--- config.mk ---
export PLATFORM = sky130hd
export DESIGN_NAME = seq_match_monitor_flat
export DESIGN_NICKNAME = d
export VERILOG_FILES = /design/src/rtl/seq_det_pkg.sv /design/src/rtl/seq_match_monitor_if.sv /design/src/rtl/seq_match_monitor_sat_counter.sv /design/src/rtl/seq_match_monitor.sv /design/src/flat_wrapper.sv
export SDC_FILE = /design/constraint.sdc
export NUM_CORES = 1
export LEC_CHECK = 0
export ABC_AREA = 1
export CAP_MARGIN = 5
export CORE_MARGIN = 5
export CORE_UTILIZATION = 55
export DETAILED_ROUTE_END_ITERATION = 7
export GPL_TIMING_DRIVEN = 0
export PLACE_DENSITY = 0.79
export SLEW_MARGIN = 10
export SYNTH_ARGS = -nofsm -noshare
export SYNTH_HDL_FRONTEND = slang
export SYNTH_HIERARCHICAL = 1
export SYNTH_SLANG_ARGS = --single-unit
--- constraint.sdc ---
create_clock -name clk -period 2.9 [get_ports clk]
set_input_delay 0.58 -clock clk [delete_from_list [all_inputs] [get_ports clk]]
set_output_delay 0.58 -clock clk [all_outputs]
set_load 0.05 [all_outputs]
--- src/rtl/seq_det_pkg.sv ---
// Shared definitions for the 1101 sequence detector and its match monitor.
package seq_det_pkg;

   localparam int DEF_CNT_W = 8;
   localparam int DEF_POS_W = 16;

   localparam logic [3:0] MATCH_PATTERN = 4'b1101;

   typedef enum logic [1:0] {
      ST_IDLE  = 2'd0,
      ST_RUN   = 2'd1,
      ST_ALERT = 2'd2
   } mon_state_e;

endpackage

--- src/rtl/seq_match_monitor_if.sv ---
// Control, match-pulse and snapshot-readout signals of the match monitor.
interface seq_match_monitor_if
   import seq_det_pkg::*;
#(
   parameter int CNT_W = DEF_CNT_W,
   parameter int POS_W = DEF_POS_W
);

   logic             enable;
   logic             detect;
   logic [CNT_W-1:0] thresh;
   logic             rd_req;
   logic             rd_ack;
   logic [CNT_W-1:0] rd_count;
   logic [POS_W-1:0] rd_last_pos;
   logic             rd_overflow;
   logic             irq;

   modport master (
      output enable, detect, thresh, rd_req,
      input  rd_ack, rd_count, rd_last_pos, rd_overflow, irq
   );

   modport slave (
      input  enable, detect, thresh, rd_req,
      output rd_ack, rd_count, rd_last_pos, rd_overflow, irq
   );

endinterface

--- src/rtl/seq_match_monitor_sat_counter.sv ---
// Saturating up-counter with clear; clear wins but still honours a same-cycle increment.
module sat_counter #(
   parameter int W = 8
) (
   input  logic         clk,
   input  logic         rst_n,
   input  logic         inc_i,
   input  logic         clr_i,
   output logic [W-1:0] count_o,
   output logic [W-1:0] count_nxt_o,
   output logic         ovf_o
);

   logic [W-1:0] count_q, count_d;
   logic         ovf_q, ovf_d;

   always_comb begin
      // NOTE: defaults first so every path assigns; a missed branch would infer a latch.
      count_d = count_q;
      ovf_d   = ovf_q;
      if (clr_i) begin
         count_d = inc_i ? W'(1) : '0;
         ovf_d   = 1'b0;
      end else if (inc_i) begin
         if (&count_q) ovf_d   = 1'b1;
         else          count_d = count_q + W'(1);
      end
   end

   // NOTE: non-blocking so every register samples pre-edge values, independent of block order.
   always_ff @(posedge clk or negedge rst_n) begin
      if (!rst_n) begin
         count_q <= '0;
         ovf_q   <= 1'b0;
      end else begin
         count_q <= count_d;
         ovf_q   <= ovf_d;
      end
   end

   assign count_o     = count_q;
   assign count_nxt_o = count_d;
   assign ovf_o       = ovf_q;

endmodule

--- src/rtl/seq_match_monitor.sv ---
// Match monitor: counts detector pulses, tracks last match position, threshold irq, clear-on-read snapshot.
module seq_match_monitor
   import seq_det_pkg::*;
#(
   parameter int CNT_W = DEF_CNT_W,
   parameter int POS_W = DEF_POS_W
) (
   input  logic                clk,
   input  logic                reset_n,
   seq_match_monitor_if.slave  bus
);

   mon_state_e       state_q, state_d;
   logic [POS_W-1:0] pos_q, pos_d;
   logic [POS_W-1:0] last_pos_q, last_pos_d;
   logic [CNT_W-1:0] match_cnt, match_cnt_nxt;
   logic             ovf;

   logic             rd_ack_q;
   logic [CNT_W-1:0] rd_count_q;
   logic [POS_W-1:0] rd_last_pos_q;
   logic             rd_ovf_q;

   logic snap, start, running;

   // A snapshot fires only on the rising phase of the handshake.
   assign snap    = bus.rd_req & ~rd_ack_q;
   assign start   = (state_q == ST_IDLE) & bus.enable;
   assign running = (state_q != ST_IDLE) & bus.enable;

   sat_counter #(.W(CNT_W)) u_match_cnt (
      .clk         (clk),
      .rst_n       (reset_n),
      .inc_i       (running & bus.detect),
      .clr_i       (start | snap),
      .count_o     (match_cnt),
      .count_nxt_o (match_cnt_nxt),
      .ovf_o       (ovf)
   );

   always_comb begin
      state_d    = state_q;
      pos_d      = pos_q;
      last_pos_d = last_pos_q;
      case (state_q)
         ST_IDLE: begin
            if (bus.enable) begin
               state_d    = ST_RUN;
               pos_d      = '0;
               last_pos_d = '0;
            end
         end
         ST_RUN, ST_ALERT: begin
            if (!bus.enable) begin
               state_d = ST_IDLE;
            end else begin
               pos_d = pos_q + POS_W'(1);
               if (bus.detect) last_pos_d = pos_q;
               if (state_q == ST_ALERT) begin
                  if (snap) state_d = ST_RUN;
               end else if ((bus.thresh != '0) && (match_cnt_nxt == bus.thresh)) begin
                  state_d = ST_ALERT;
               end
            end
         end
         default: state_d = ST_IDLE;
      endcase
   end

   always_ff @(posedge clk or negedge reset_n) begin
      if (!reset_n) begin
         state_q    <= ST_IDLE;
         pos_q      <= '0;
         last_pos_q <= '0;
      end else begin
         state_q    <= state_d;
         pos_q      <= pos_d;
         last_pos_q <= last_pos_d;
      end
   end

   always_ff @(posedge clk or negedge reset_n) begin
      if (!reset_n) begin
         rd_ack_q      <= 1'b0;
         rd_count_q    <= '0;
         rd_last_pos_q <= '0;
         rd_ovf_q      <= 1'b0;
      end else begin
         rd_ack_q <= bus.rd_req;
         if (snap) begin
            rd_count_q    <= match_cnt;
            rd_last_pos_q <= last_pos_q;
            rd_ovf_q      <= ovf;
         end
      end
   end

   assign bus.rd_ack      = rd_ack_q;
   assign bus.rd_count    = rd_count_q;
   assign bus.rd_last_pos = rd_last_pos_q;
   assign bus.rd_overflow = rd_ovf_q;
   assign bus.irq         = (state_q == ST_ALERT);

endmodule
--- src/flat_wrapper.sv ---
// flat-port wrapper written by rule: the top's interface ports become plain ports
module seq_match_monitor_flat import seq_det_pkg::*;
#(
   parameter int CNT_W = DEF_CNT_W,
   parameter int POS_W = DEF_POS_W
)
  (clk, reset_n, bus_enable, bus_detect, bus_thresh, bus_rd_req, bus_rd_ack, bus_rd_count, bus_rd_last_pos, bus_rd_overflow, bus_irq);
  seq_match_monitor_if #(.CNT_W(CNT_W), .POS_W(POS_W)) bus_i ();
  input  logic clk;
  input  logic reset_n;
  input wire logic [$bits(bus_i.enable)-1:0] bus_enable;
  input wire logic [$bits(bus_i.detect)-1:0] bus_detect;
  input wire logic [$bits(bus_i.thresh)-1:0] bus_thresh;
  input wire logic [$bits(bus_i.rd_req)-1:0] bus_rd_req;
  output wire logic [$bits(bus_i.rd_ack)-1:0] bus_rd_ack;
  output wire logic [$bits(bus_i.rd_count)-1:0] bus_rd_count;
  output wire logic [$bits(bus_i.rd_last_pos)-1:0] bus_rd_last_pos;
  output wire logic [$bits(bus_i.rd_overflow)-1:0] bus_rd_overflow;
  output wire logic [$bits(bus_i.irq)-1:0] bus_irq;
  assign bus_i.enable = bus_enable;
  assign bus_i.detect = bus_detect;
  assign bus_i.thresh = bus_thresh;
  assign bus_i.rd_req = bus_rd_req;
  assign bus_rd_ack = bus_i.rd_ack;
  assign bus_rd_count = bus_i.rd_count;
  assign bus_rd_last_pos = bus_i.rd_last_pos;
  assign bus_rd_overflow = bus_i.rd_overflow;
  assign bus_irq = bus_i.irq;
  seq_match_monitor #(.CNT_W(CNT_W), .POS_W(POS_W)) u_core (.clk(clk), .reset_n(reset_n), .bus(bus_i));
endmodule
==> run_results.csv <==
group,metric,value,unit
run_status,outcome,"completed",
sta,worst_slack,0.259,ns
floorplan,design.die.area,7710,sq um
global_routing,global_route.usage.total,20.5,%
detailed_routing,first_iteration_detailed_routing_drc_count,148,
detailed_routing,drt_pass1_iterations,4,
synthesis,synth_adder_area_share,1.88,%
detailed_routing,finalWirelength,7260,microns
worst_setup_path,crit_path_cell_trace,"clkdlybuf4s50_1 -> inv_1 -> nor2_4 -> clkinvlp_4 -> nand2_1 -> inv_2 -> nand4_1 -> nand2_1 -> nand2_1 -> nand2_1 -> xnor2_1 -> nand2_1 -> nor2_1 -> nand3_1 -> nand2_1 -> nand2_1 -> nand2_1 -> nand2_1",
sta,final_max_slew_viol_count,0,
sta,fmax,379,MHz
placement,hpwl,5190,microns
synthesis,synth.net_count,425,
synthesis,synth_area_leaders,"dfrtp_1 52%, nand2_1 13%, inv_1 7.1%, o21ai_0 4.7%, nand3_1 3.6%",
synthesis,synthDominantAreaCellType,"dfrtp_1",
min_path,hold_class,"in2async",
clock_tree,tritoncts.num_buffers,9,
synthesis,synthXorXnorAreaFrac,0.789,%
detailed_routing,route.detailed.vias_per_inst,5.17,
sta,timing_worst_slew_pin_value,0.516,ns
worst_setup_path,critical_path.slowest_cell,"clkdlybuf4s50_1",
synthesis,main_combinational_cell_family_by_area_after_synthesis,"simple AND/OR/NAND/NOR gates",
global_routing,grt_max_degree,47,
final_layout,insertedDiodeCount,0,
clock_tree,holdBufCountCts,0,
clock_tree,clock_sinks,69,
power,powerDensity,693,nW/um^2
power,cellLeakagePower,2.02,nW
worst_setup_path,worst_ep_required_time,3.13,ns
synthesis,synthSimpleGateAreaFrac,27.7,%
clock_tree,max_h_tree_level,3,
global_routing,grt_pass1_vias,2718,
floorplan,die_height,87.8,microns
floorplan,core_area,5920,sq um
sta,timing.slew.headroom,65.5,%
sta,timing.final.crit_share,91.1,%
power,vdd_ir_drop_max,456,uV
detailed_routing,drc,0,
synthesis,netlist.area_leader.share,51.9,%
sta,final_period_minus_worst_setup_slack,2.64,ns
worst_setup_path,crit_path_end_kind,"flip-flop",
synthesis,syn-instance-count,407,
detailed_routing,num_vias,2823,
worst_setup_path,cp_max_fo,10,
floorplan,initial_utilization,56.2,%
clock_tree,cts_tree,"yes",
clock_tree,clock_path_buffers,2,
floorplan,die_width,87.8,microns
synthesis,ys_ff_latch,69,
worst_setup_path,crit_path_frequent_cell,"nand2_1",
synthesis,synthMuxAreaShare,0,%
worst_setup_path,cp_slowest_stage_delay,0.48,ns
sta,worst_clock_skew,0.00648,ns
placement,buffer_ports.inserted,39,
detailed_routing,antenna_left,0,
final_layout,flow.area_growth_from_synthesis,24.9,%
worst_setup_path,critical_path.top_delay_family,"simple AND/OR/NAND/NOR gates",
floorplan,top_level_ports,40,
final_layout,final_common_cell,"nand2_1",
job,drv_cap,0,
final_layout,final_nets,484,
global_routing,antenna_found_initial,0,
sta,hold_viol_final,0,
final_layout,drive_gt1_share,12.7,%
detailed_routing,avgRoutedWirePerCell,13.3,microns
global_routing,globalRouteOverflowTotal,0,
synthesis,yosysSeqAreaShare,51.9,%
placement,place.gp.congestion,0.783,
synthesis,yosys_warnings,6,
placement,post-place-ws,-0.408,ns
worst_setup_path,worst-endpoint-arrival,2.87,ns
synthesis,netlist_area,3330,sq um
synthesis,synth_compound_gate_area_share,8.94,%
worst_setup_path,critical_path_buf_inv_count,4,
worst_setup_path,critical_path_class,"in2reg",
final_layout,final_cell_mix,"119 x nand2_1, 69 x dfrtp_1, 62 x inv_1",
clock_tree,path_clk_slew,0.07,ns
worst_setup_path,worst_setup_path_start_kind,"input port",
clock_tree,root_buffer_cell,"clkbuf_8",
synthesis,yosysUniqueCellTypes,27,
synthesis,avgSynthCellArea,8.18,sq um
placement,post-place-cells,522,
floorplan,row_count,28,
final_layout,layoutNonFillerInstCount,546,
final_layout,nFillCells,451,
clock_tree,worst_skew_pair.late_latency,0.34,ns
global_routing,grt_first_pass_wirelength,12300,microns
sta,setup_viol,0,
[cells by family after synthesis]
logic type / count (synthesis)
adder cells (fa/ha/maj): 5
XOR/XNOR: 3
AO/OA/AOI/OAI: 56
buffers and inverters: 76
flip-flops: 69
AND/OR/NAND/NOR: 198
[layer usage]
metal  part of all wire (%)  GRT usage (%)  up-vias
met5                      0              0        -
met4                    1.3           8.51        0
met3                    4.6           2.54        8
met2                     49           34.8       77
met1                     45           26.7     1350
li1                       -              -     1388
[path summary, 6_finish.rpt]
check	start	end	slack, ns	depth (start not counted)
hold / removal	reset_n	u_core/u_match_cnt/count_o[4]	0.14	1
setup / recovery	bus_rd_req	u_core/state_q[1]	0.26	18
min in group clk	u_core/bus.rd_count[7]	u_core/bus.rd_count[7]	0.48	2
max in group asynchronous	reset_n	u_core/pos_q[13]	2.23	2
hold reg to reg	u_core/bus.rd_count[7]	u_core/bus.rd_count[7]	0.48	2
setup reg to reg	u_core/state_q[0]	u_core/state_q[1]	0.48	18
[sequential cells by signal, indices dropped and copies added, names as in the netlist]
name / count
u_core/last_pos_q: 16
u_core/state_q: 2
u_core/bus.rd_ack: 1
u_core/bus.rd_count: 8
u_core/bus.rd_overflow: 1
u_core/pos_q: 16
u_core/bus.rd_last_pos: 16
u_core/u_match_cnt/count_o: 8
u_core/u_match_cnt/ovf_o: 1
[stage by stage]
stage | hold slack, ns | TNS (ns) | cell area [sq um] | power (mW) | utilization [%]
floorplan | 0.284 | 0 | 3330 | 1.69 | -
detailed placement | 0.458 | -0.805 | 3840 | 1.93 | 64.8
CTS | 0.143 | 0 | 4090 | 2.89 | 69.0
global route | 0.166 | -0.0753 | 4160 | 3.04 | 70.2
global placement | 0.454 | -67.17 | 3810 | 1.89 | 64.4
finish | 0.139 | 0 | 4160 | 2.88 | 70.2
[report_power, final]
part | switching (mW) | internal, mW | total [mW]
registers | 0.0747 | 1.06 | 1.13
clock network | 0.375 | 0.577 | 0.952
logic | 0.541 | 0.254 | 0.795
[cell type report]
cell class              instances  area (sq um)  share of cell area (%)
flip-flops and latches         69          1730                    41.5
clock inverters                 7           121                    2.92
inverters                      67           258                    6.20
plain buffers                   8          36.3                   0.872
clock buffers                   9           124                    2.98
repair buffers                 49           483                    11.6
well taps                      75          93.8                    2.26
multi-input cells             262          1320                    31.6
[cells in the mapped netlist]
library cell,number
nand2_2,5
nor2_8,1
clkbuf_2,1
dfrtp_1,69
nand3_2,3
a31oi_1,2
buf_2,4
clkbuf_1,4
nor2_1,25
ha_1,5
a21oi_1,13
nand3_1,24
o21ai_0,31
nand3b_1,1
nand4_1,2
nand2_1,119
nor2_4,9
nor3_2,1
inv_2,3
nand2_4,1
o32ai_1,1
nor2_2,2
nor3_1,5
inv_4,1
inv_1,63
xnor2_1,3
o22ai_1,9
[timing repair]
| action | CTS | global route |
|---|---|---|
| resized for setup | 1 | 2 |
| setup endpoints to repair | 2 | 2 |
| setup buffers | 0 | 9 |
No activity file was read; power rests on OpenSTA's default activity.
